===== src/rtl/timer_ctrl_if.sv =====
// Host/counter-side bundle for timer_ctrl: control strobes, register write
// port, counter feedback and status outputs.
interface timer_ctrl_if #(
    parameter int CNT_W = 20
);
    logic             start;
    logic             stop;
    logic             pause;
    logic             wr_en;
    logic [1:0]       wr_addr;
    logic [CNT_W-1:0] wr_data;
    logic [CNT_W-1:0] cnt_val;
    logic             cnt_en;
    logic             cnt_clr;
    logic             irq;
    logic             busy;
    logic [1:0]       state;
    logic             err;

    modport master (
        output start, stop, pause, wr_en, wr_addr, wr_data, cnt_val,
        input  cnt_en, cnt_clr, irq, busy, state, err
    );

    modport slave (
        input  start, stop, pause, wr_en, wr_addr, wr_data, cnt_val,
        output cnt_en, cnt_clr, irq, busy, state, err
    );
endinterface


===== src/rtl/timer_ctrl.sv =====
// Sequencer for an external nibble-Gray counter: prescaled count enable,
// match expiry with sticky irq, shadowed MATCH/PSC, pause and stop.
module timer_ctrl #(
    parameter int CNT_W = 20,
    parameter int PSC_W = 8
) (
    input logic         clk,
    input logic         clr_n,
    timer_ctrl_if.slave bus
);

    typedef enum logic [1:0] {
        IDLE  = 2'd0,
        RUN   = 2'd1,
        PAUSE = 2'd2,
        DONE  = 2'd3
    } state_e;

    localparam logic [1:0] A_CTRL  = 2'd0;
    localparam logic [1:0] A_MATCH = 2'd1;
    localparam logic [1:0] A_PSC   = 2'd2;

    state_e           state_q;
    logic             mode_q;
    logic             cnt_clr_q;
    logic             irq_q;
    logic             err_q;
    logic [CNT_W-1:0] match_sh_q;
    logic [CNT_W-1:0] match_act_q;
    logic [PSC_W-1:0] psc_sh_q;
    logic [PSC_W-1:0] psc_act_q;
    logic [PSC_W-1:0] psc_cnt_q;
    logic [PSC_W-1:0] psc_cnt_d;

    logic [CNT_W-1:0] cnt_bin;
    logic             running;
    logic             at_match;
    logic             expire;
    logic             psc_tick;
    logic             wr_ctrl;
    logic             wr_match;
    logic             wr_psc;
    logic             stop_hit;
    logic             start_req;

    // Each nibble is Gray-coded on its own; decode nibble by nibble.
    function automatic logic [CNT_W-1:0] ngray2bin(
        input logic [CNT_W-1:0] g
    );
        logic [CNT_W-1:0] b;
        b = g;
        for (int i = CNT_W - 2; i >= 0; i--) begin
            if ((i % 4) != 3) begin
                b[i] = g[i] ^ b[i+1];
            end
        end
        return b;
    endfunction

    assign cnt_bin   = ngray2bin(bus.cnt_val);
    assign running   = (state_q == RUN) && !cnt_clr_q;
    assign at_match  = (cnt_bin == match_act_q);
    assign expire    = running && at_match;
    assign psc_tick  = (psc_cnt_q == psc_act_q);
    assign psc_cnt_d = psc_tick ? '0 : psc_cnt_q + 1'b1;

    assign wr_ctrl   = bus.wr_en && (bus.wr_addr == A_CTRL);
    assign wr_match  = bus.wr_en && (bus.wr_addr == A_MATCH);
    assign wr_psc    = bus.wr_en && (bus.wr_addr == A_PSC);

    assign stop_hit  = bus.stop && (state_q != IDLE);
    assign start_req = bus.start && !bus.stop;

    assign bus.cnt_en  = running && psc_tick && !at_match;
    assign bus.cnt_clr = cnt_clr_q;
    assign bus.irq     = irq_q;
    assign bus.err     = err_q;
    assign bus.state   = state_q;
    assign bus.busy    = (state_q == RUN) || (state_q == PAUSE);

    always_ff @(posedge clk or negedge clr_n) begin
        if (!clr_n) begin
            state_q     <= IDLE;
            mode_q      <= 1'b0;
            cnt_clr_q   <= 1'b0;
            irq_q       <= 1'b0;
            err_q       <= 1'b0;
            match_sh_q  <= '0;
            match_act_q <= '0;
            psc_sh_q    <= '0;
            psc_act_q   <= '0;
            psc_cnt_q   <= '0;
        end else begin
            cnt_clr_q <= 1'b0;

            unique case (1'b1)
                wr_ctrl: begin
                    mode_q <= bus.wr_data[0];
                    if (bus.wr_data[1]) begin
                        irq_q <= 1'b0;
                        err_q <= 1'b0;
                    end
                end
                wr_match: match_sh_q <= bus.wr_data;
                wr_psc:   psc_sh_q   <= bus.wr_data[PSC_W-1:0];
                default: ;
            endcase

            // Later assignments override the CTRL clear above.
            if (stop_hit) begin
                state_q   <= IDLE;
                cnt_clr_q <= 1'b1;
            end else begin
                case (state_q)
                    IDLE, DONE: begin
                        if (start_req) begin
                            if (match_sh_q != '0) begin
                                state_q     <= RUN;
                                cnt_clr_q   <= 1'b1;
                                psc_cnt_q   <= '0;
                                match_act_q <= match_sh_q;
                                psc_act_q   <= psc_sh_q;
                            end else begin
                                err_q <= 1'b1;
                            end
                        end
                    end
                    RUN: begin
                        if (expire) begin
                            cnt_clr_q <= 1'b1;
                            irq_q     <= 1'b1;
                            psc_cnt_q <= '0;
                            if (mode_q) begin
                                match_act_q <= match_sh_q;
                                psc_act_q   <= psc_sh_q;
                            end else begin
                                state_q <= DONE;
                            end
                        end else begin
                            psc_cnt_q <= psc_cnt_d;
                            if (bus.pause) begin
                                state_q <= PAUSE;
                            end
                        end
                    end
                    PAUSE: begin
                        if (!bus.pause) begin
                            state_q <= RUN;
                        end
                    end
                    default: state_q <= IDLE;
                endcase
            end
        end
    end

endmodule

===== src/flat_wrapper.sv =====
// flat-port wrapper written by rule: the top's interface ports become plain ports
module timer_ctrl_flat 
#(
    parameter int CNT_W = 20,
    parameter int PSC_W = 8
)
  (clk, clr_n, bus_start, bus_stop, bus_pause, bus_wr_en, bus_wr_addr, bus_wr_data, bus_cnt_val, bus_cnt_en, bus_cnt_clr, bus_irq, bus_busy, bus_state, bus_err);
  timer_ctrl_if #(.CNT_W(CNT_W)) bus_i ();
  input logic clk;
  input logic clr_n;
  input wire logic [$bits(bus_i.start)-1:0] bus_start;
  input wire logic [$bits(bus_i.stop)-1:0] bus_stop;
  input wire logic [$bits(bus_i.pause)-1:0] bus_pause;
  input wire logic [$bits(bus_i.wr_en)-1:0] bus_wr_en;
  input wire logic [$bits(bus_i.wr_addr)-1:0] bus_wr_addr;
  input wire logic [$bits(bus_i.wr_data)-1:0] bus_wr_data;
  input wire logic [$bits(bus_i.cnt_val)-1:0] bus_cnt_val;
  output wire logic [$bits(bus_i.cnt_en)-1:0] bus_cnt_en;
  output wire logic [$bits(bus_i.cnt_clr)-1:0] bus_cnt_clr;
  output wire logic [$bits(bus_i.irq)-1:0] bus_irq;
  output wire logic [$bits(bus_i.busy)-1:0] bus_busy;
  output wire logic [$bits(bus_i.state)-1:0] bus_state;
  output wire logic [$bits(bus_i.err)-1:0] bus_err;
  assign bus_i.start = bus_start;
  assign bus_i.stop = bus_stop;
  assign bus_i.pause = bus_pause;
  assign bus_i.wr_en = bus_wr_en;
  assign bus_i.wr_addr = bus_wr_addr;
  assign bus_i.wr_data = bus_wr_data;
  assign bus_i.cnt_val = bus_cnt_val;
  assign bus_cnt_en = bus_i.cnt_en;
  assign bus_cnt_clr = bus_i.cnt_clr;
  assign bus_irq = bus_i.irq;
  assign bus_busy = bus_i.busy;
  assign bus_state = bus_i.state;
  assign bus_err = bus_i.err;
  timer_ctrl #(.CNT_W(CNT_W), .PSC_W(PSC_W)) u_core (.clk(clk), .clr_n(clr_n), .bus(bus_i));
endmodule

===== config.mk =====
export PLATFORM = sky130hd
export DESIGN_NAME = timer_ctrl_flat
export DESIGN_NICKNAME = d
export VERILOG_FILES = /design/src/rtl/timer_ctrl_if.sv /design/src/rtl/timer_ctrl.sv /design/src/flat_wrapper.sv
export SDC_FILE = /design/constraint.sdc
export NUM_CORES = 1
export LEC_CHECK = 0
export BUFFER_PORTS_ARGS = -buffer_cell sky130_fd_sc_hd__buf_4
export CORE_UTILIZATION = 53
export CTS_CLUSTER_SIZE = 10
export DETAILED_ROUTE_END_ITERATION = 10
export GPL_TIMING_DRIVEN = 0
export HOLD_SLACK_MARGIN = 0.05
export PLACE_DENSITY = 0.77
export SLEW_MARGIN = 40
export SYNTH_ARGS = -nofsm -noshare
export SYNTH_HDL_FRONTEND = slang
export SYNTH_SLANG_ARGS = --single-unit
export TNS_END_PERCENT = 10

===== constraint.sdc =====
create_clock -name clk -period 2.1 [get_ports clk]
set_input_delay 0.21 -clock clk [delete_from_list [all_inputs] [get_ports clk]]
set_output_delay 0.21 -clock clk [all_outputs]
set_load 0.02 [all_outputs]

==> reports/results.txt, run 1 <==
Rows -> 33
Post-synth EDFFs -> 0
# DRC -> 0
asr flop ratio synth -> 100%
GRT overflow -> 0
most common cell in the netlist -> dfrtp_1
Initial DRT Pass Iterations -> 6
Root Buffer -> clkbuf_8
Clock Latency Late Sink -> 0.36 ns
DR vias -> 4222
CP endpoint kind -> register
CTS tree -> done
fin crit period -> 2.49 ns
ys flop type -> dfrtp_1
max cap viols -> 0
Worst Skew -> 0.00847 ns
Synth-to-Final Area Change -> 23.7%
Yosys warning total -> 0
global-route wire length before repair -> 20700 µm
CTS Buf Count -> 9
Hold Path Class -> in2reg
status -> complete, but fails checks
Netlist cell types -> 46
CP Cell Sequence -> xnor2_2, mux2i_1, or4b_4, or4_4, buf_8, o21ai_1, o311ai_1
clock sinks -> 70
worst rel slew slack -> 56.0%
CP arrival -> 2.69 ns
Synth area leaders -> dfrtp_1 39%, mux2_2 7.3%, a221oi_1 5.5%
maximum vdd ir drop -> 692 µV
final setup vio count -> 41
Mean Syn Cell Area -> 9.65 µm²
CP max stage delay -> 0.63 ns
flops & latches, synth -> 70
CP Class -> reg2reg
Post-Syn Nets -> 515
Crit Path Max Fanout -> 10
I/O pin count -> 55
pin count of the biggest net entering global routing -> 71
critical path's top delay family -> simple AND/OR/NAND/NOR gates
initial cell density of the core -> 54.6%
# port buffers -> 54
Power Density -> 1280 nW/µm²
Routed Antenna Nets -> 0
worst hold slack -> 0.0760 ns
die area -> 8790 µm²
Post-Route WL -> 13000 µm
post-synth top area cell -> dfrtp_1
Post-synth top cells -> 70 x dfrtp_1, 50 x nand2_1, 40 x o21ai_0
share of layout cells above drive strength 1 -> 28.5%
vias in the first global route -> 4132
Pleak -> 2.16 nW
drt initial violations -> 283
CTS Buffer Depth -> 2
mapped cell area -> 4460 µm²
Slew @ Worst Pin -> 0.659 ns
crit path buf inv count -> 1
final non-filler cell total -> 642
die width -> 93.7 µm
nets@finish -> 585
number of antenna diodes -> 0
H-tree depth -> 3
DP Wirelength -> 8790 µm
Final Cycle Share -> 118%
clock slew at reported path FFs -> 0.08 ns
initial antenna violation count -> 0
Fin. Hold Viols -> 0
Cells after DPL -> 621
RSZ-0062 raised after global routing -> true
final number of max-transition violations -> 0
WP data required -> 2.31 ns
CP max-delay cell -> or4_4
Syn Inst Count -> 462
WL per Instance -> 20.2 µm
Vias/cell -> 6.58
Core ar. -> 8180 µm²
share of the synthesized area in the top cell type -> 39.3%
Die Y-Extent -> 93.7 µm
share of the yosys chip area belonging to registers -> 39.3%
Total GRT Usage -> 30.8%
Final Wtd Congestion -> 0.909
crit path launch type -> register
Setup WS post-layout -> -0.388 ns
violated checks -> negative setup slack
Fmax -> 0.402 GHz
[power by group]
group / switching [mW] / total, mW / internal [mW]
logic: 2.05 / 3.61 / 1.56
registers: 0.438 / 2.18 / 1.74
clock network: 0.532 / 1.30 / 0.765
[area by class of cell]
class	instances	area, µm²
plain buffers	34	205
clock buffers	13	169
clock inverters	3	65.1
fillers	626	2660
inverters	4	17.5
multi-input cells	353	2710
flip-flops and latches	70	1750
well taps	105	131
repair buffers	60	467
[through the flow]
step | TNS [ns] | area [µm²] | util [%] | worst slack (ns) | power (mW)
3_5_place_dp | -21.79 | 5060 | 61.8 | -0.638 | 5.39
3_3_place_gp | -22.33 | 5050 | 61.8 | -0.635 | 5.24
5_1_grt | -15.29 | 5520 | 67.5 | -0.456 | 7.48
6_report | -11.72 | 5520 | 67.5 | -0.388 | 7.09
4_1_cts | -7.44 | 5450 | 66.7 | -0.276 | 6.88
2_1_floorplan | -4.43 | 4520 | - | -0.140 | 4.44
[path summary, 6_finish.rpt]
kind	end	from	slack [ns]	cells past startpoint
worst max register to register	u_core.match_act_q[4]	u_core.match_act_q[12]	-0.39	7
worst max-delay path	u_core.match_act_q[4]	u_core.match_act_q[12]	-0.39	7
worst min register to register	u_core.bus.irq	u_core.bus.irq	0.49	2
worst min-delay path	u_core.match_sh_q[9]	bus_wr_data[9]	0.08	2
min in group asynchronous	u_core.match_sh_q[19]	clr_n	0.43	2
max in group asynchronous	u_core.bus.state[1]	clr_n	1.21	2
[worst reg2reg max path, cell delays in order (launching register included)]
cell      delay (ns)
dfrtp_1         0.42
xnor2_2         0.20
mux2i_1         0.10
or4b_4          0.53
or4_4           0.63
buf_8           0.19
o21ai_1         0.13
o311ai_1        0.14
[layer usage]
metal,track usage (%),vias to the layer above,wire (µm)
met5,0,-,0
met4,15.4,0,383
met3,5.58,39,901
met2,47.5,204,6170
met1,41.3,2104,5520
li1,-,1875,-
[repair_timing]
item	CTS	global route
endpoints found under the setup margin	41	41
buffers inserted	3	1
hold buffers	1	0
cloned	1	0
gates resized for setup	42	26
hold endpoints to repair	70	0
pin swaps	4	8
[layout by cell type, fill, tap and decap left out, types with 7 or more instances in the layout]
cell,count
buf_4,57
nor2_1,8
nand2_1,49
and2_1,31
o311ai_1,28
o21ai_0,9
o21ai_2,10
mux2_2,29
xnor2_1,10
a221oi_1,26
nor4_1,8
dfrtp_1,68
xor2_1,13
clkbuf_8,14
o21ai_1,20
clkbuf_1,18
nor3b_1,30
nand3_1,7
[state kept, by name, indices dropped and copies added (netlist names)]
register and flops:
u_core.match_act_q 20, u_core.bus.cnt_clr 1, u_core.mode_q 1, u_core.bus.irq 1, u_core.psc_cnt_q 8, u_core.match_sh_q 20
u_core.bus.state 2, u_core.bus.err 1, u_core.psc_sh_q 8, u_core.psc_act_q 8
[kinds of logic after synthesis]
kind of cell | after synthesis | share of synthesized area (%)
fa+ha+maj | 5 | 1.40
flops | 70 | 39.3
simple gates | 165 | 21.0
xor+xnor | 29 | 7.24
compound gates | 119 | 19.1
mux | 35 | 8.67
buf+inv | 39 | 3.37
No activity file was read; power rests on OpenSTA's default activity.
==> inputs of run 2 (changes only) <==
- CORE_ASPECT_RATIO: not set -> 0.7
- CORE_MARGIN: not set -> 4
==> run 2 against run 1 <==
Compared with the run above: the run still ends with negative setup slack left; utilization increased by 2.5 points; cell count shrank 0.47%; fmax fell by 2.1%; critical endpoint is now u_core.match_act_q[12].
==> reports/results.txt, run 2 (synthesized netlist as in run 1, its figures left out) <==
final number of max-transition violations -> 0
Hold Path Class -> in2reg
internal power -> 4.43 mW
DP Wirelength -> 9380 µm
WP data required -> 2.29 ns
pin count of the biggest net entering global routing -> 71
Comb pwr share -> 48.2%
max cap viols -> 0
RSZ-0062 raised after global routing -> true
CP Class -> reg2reg
initial antenna violation count -> 0
Fin. Hold Viols -> 0
Top Registers -> u_core.match_act_q (20), u_core.match_sh_q (20)
drt initial violations -> 412
Post-Route WL -> 13600 µm
FILL cells -> 601
Crit Path Max Fanout -> 10
share of layout cells above drive strength 1 -> 29.0%
Power Density -> 1340 nW/µm²
nets@finish -> 586
maximum vdd ir drop -> 533 µV
# port buffers -> 54
sequential power share -> 29.3%
DR vias -> 4227
final instance area -> 5620 µm²
Root Buffer -> clkbuf_16
I/O pin count -> 55
Initial DRT Pass Iterations -> 6
violated checks -> negative setup slack
CTS Buf Count -> 9
# DRC -> 0
clock sinks -> 70
CP endpoint kind -> register
fin crit period -> 2.54 ns
die area -> 9970 µm²
Clock power frac -> 22.6%
Setup WS post-layout -> -0.441 ns
Final Cycle Share -> 121%
Core ar. -> 8040 µm²
crit path launch type -> register
worst rel slew slack -> 44.7%
Clock Latency Late Sink -> 0.34 ns
H-tree depth -> 3
CTS tree -> done
Power, Total -> 7.56 mW
Fmax -> 0.394 GHz
Pleak -> 2.20 nW
setup TNS -> -13.77 ns
commonest cells after routing, fill and taps aside -> 68 x dfrtp_1, 58 x buf_4, 50 x nand2_1
final setup vio count -> 40
Routed Antenna Nets -> 0
CTS Buffer Depth -> 2
sw frac -> 41.4%
Slew @ Worst Pin -> 0.830 ns
area of placed instances -> 5050 µm²
Synth-to-Final Area Change -> 26.1%
Die Y-Extent -> 84.8 µm
initial cell density of the core -> 55.5%
WL per Instance -> 21.3 µm
Sw Pwr -> 3.13 mW
global-route wire length before repair -> 21600 µm
status -> complete, but fails checks
die width -> 118 µm
number of antenna diodes -> 0
GRT overflow -> 0
CP arrival -> 2.73 ns
clock slew at reported path FFs -> 0.06 ns
Total GRT Usage -> 27.2%
Vias/cell -> 6.62
most common cell after layout, fill and taps aside -> dfrtp_1
Rows -> 27
Worst Skew -> 0.00653 ns
Final Wtd Congestion -> 0.875
vias in the first global route -> 4194
run 2: through the flow:
step           hold slack, ns  cells  util [%]  setup slack (ns)
2_1_floorplan         -0.0856    462         -            -0.140
3_3_place_gp            0.394    617      62.8            -0.608
3_5_place_dp            0.260    617      62.8            -0.709
4_1_cts                0.0945    635      68.5            -0.305
5_1_grt                0.0991    639      70.0            -0.482
6_report               0.0980    639      70.0            -0.441
run 2: final cells by class:
cell class                 instances  area (µm²)  share of cell area, %
sequential                        70        1750                   31.2
buffer                            34         184                   3.27
clock inverter                     5        81.3                   1.45
clock buffer                      11         253                   4.49
multi-input combinational        354        2750                   49.0
tap                              101         126                   2.25
inverter                           4        15.0                  0.267
timing repair buffer              60         457                   8.12
run 2: power by group through the flow:
stage | Sequential (mW) | Combinational [mW] | Clock, mW
floorplan | 2.07 | 2.37 | 0
global placement | 2.17 | 3.06 | 0
detailed placement | 2.19 | 3.22 | 0
CTS | 2.19 | 3.37 | 1.72
global route | 2.25 | 3.94 | 1.78
finish | 2.21 | 3.64 | 1.71
run 2: repair_timing:
action / CTS / global route
setup endpoints to repair: 41 / 41
buffers inserted: 1 / 4
gates resized for setup: 28 / 27
hold buffers: 1 / 0
cloned: 0 / 1
pin swaps: 2 / 6
hold endpoints to repair: 70 / 0
run 2: worst paths after layout:
check	startpoint	to	slack (ns)	depth (start not counted)
min	bus_wr_data[19]	u_core.match_sh_q[19]	0.1	2
max in group asynchronous	clr_n	u_core.bus.state[1]	1.17	2
min in group asynchronous	clr_n	u_core.match_sh_q[16]	0.43	2
max reg2reg	u_core.match_act_q[12]	u_core.match_act_q[12]	-0.44	7
min reg2reg	u_core.bus.irq	u_core.bus.irq	0.50	2
max	u_core.match_act_q[12]	u_core.match_act_q[12]	-0.44	7
run 2: worst max-delay path, cell delays in order (launching register included):
cell      delay (ns)
dfrtp_1         0.42
xnor2_2         0.19
mux2i_1         0.11
or4b_4          0.60
or4_4           0.62
buf_8           0.19
o21ai_1         0.12
o311ai_1        0.14
run 2: routing by layer:
| metal | routed length, µm | global-route usage (%) |
|---|---|---|
| met5 | 0 | 0 |
| met1 | 6030 | 37.2 |
| met2 | 6120 | 41.1 |
| met3 | 1180 | 7.27 |
| met4 | 312 | 11.4 |
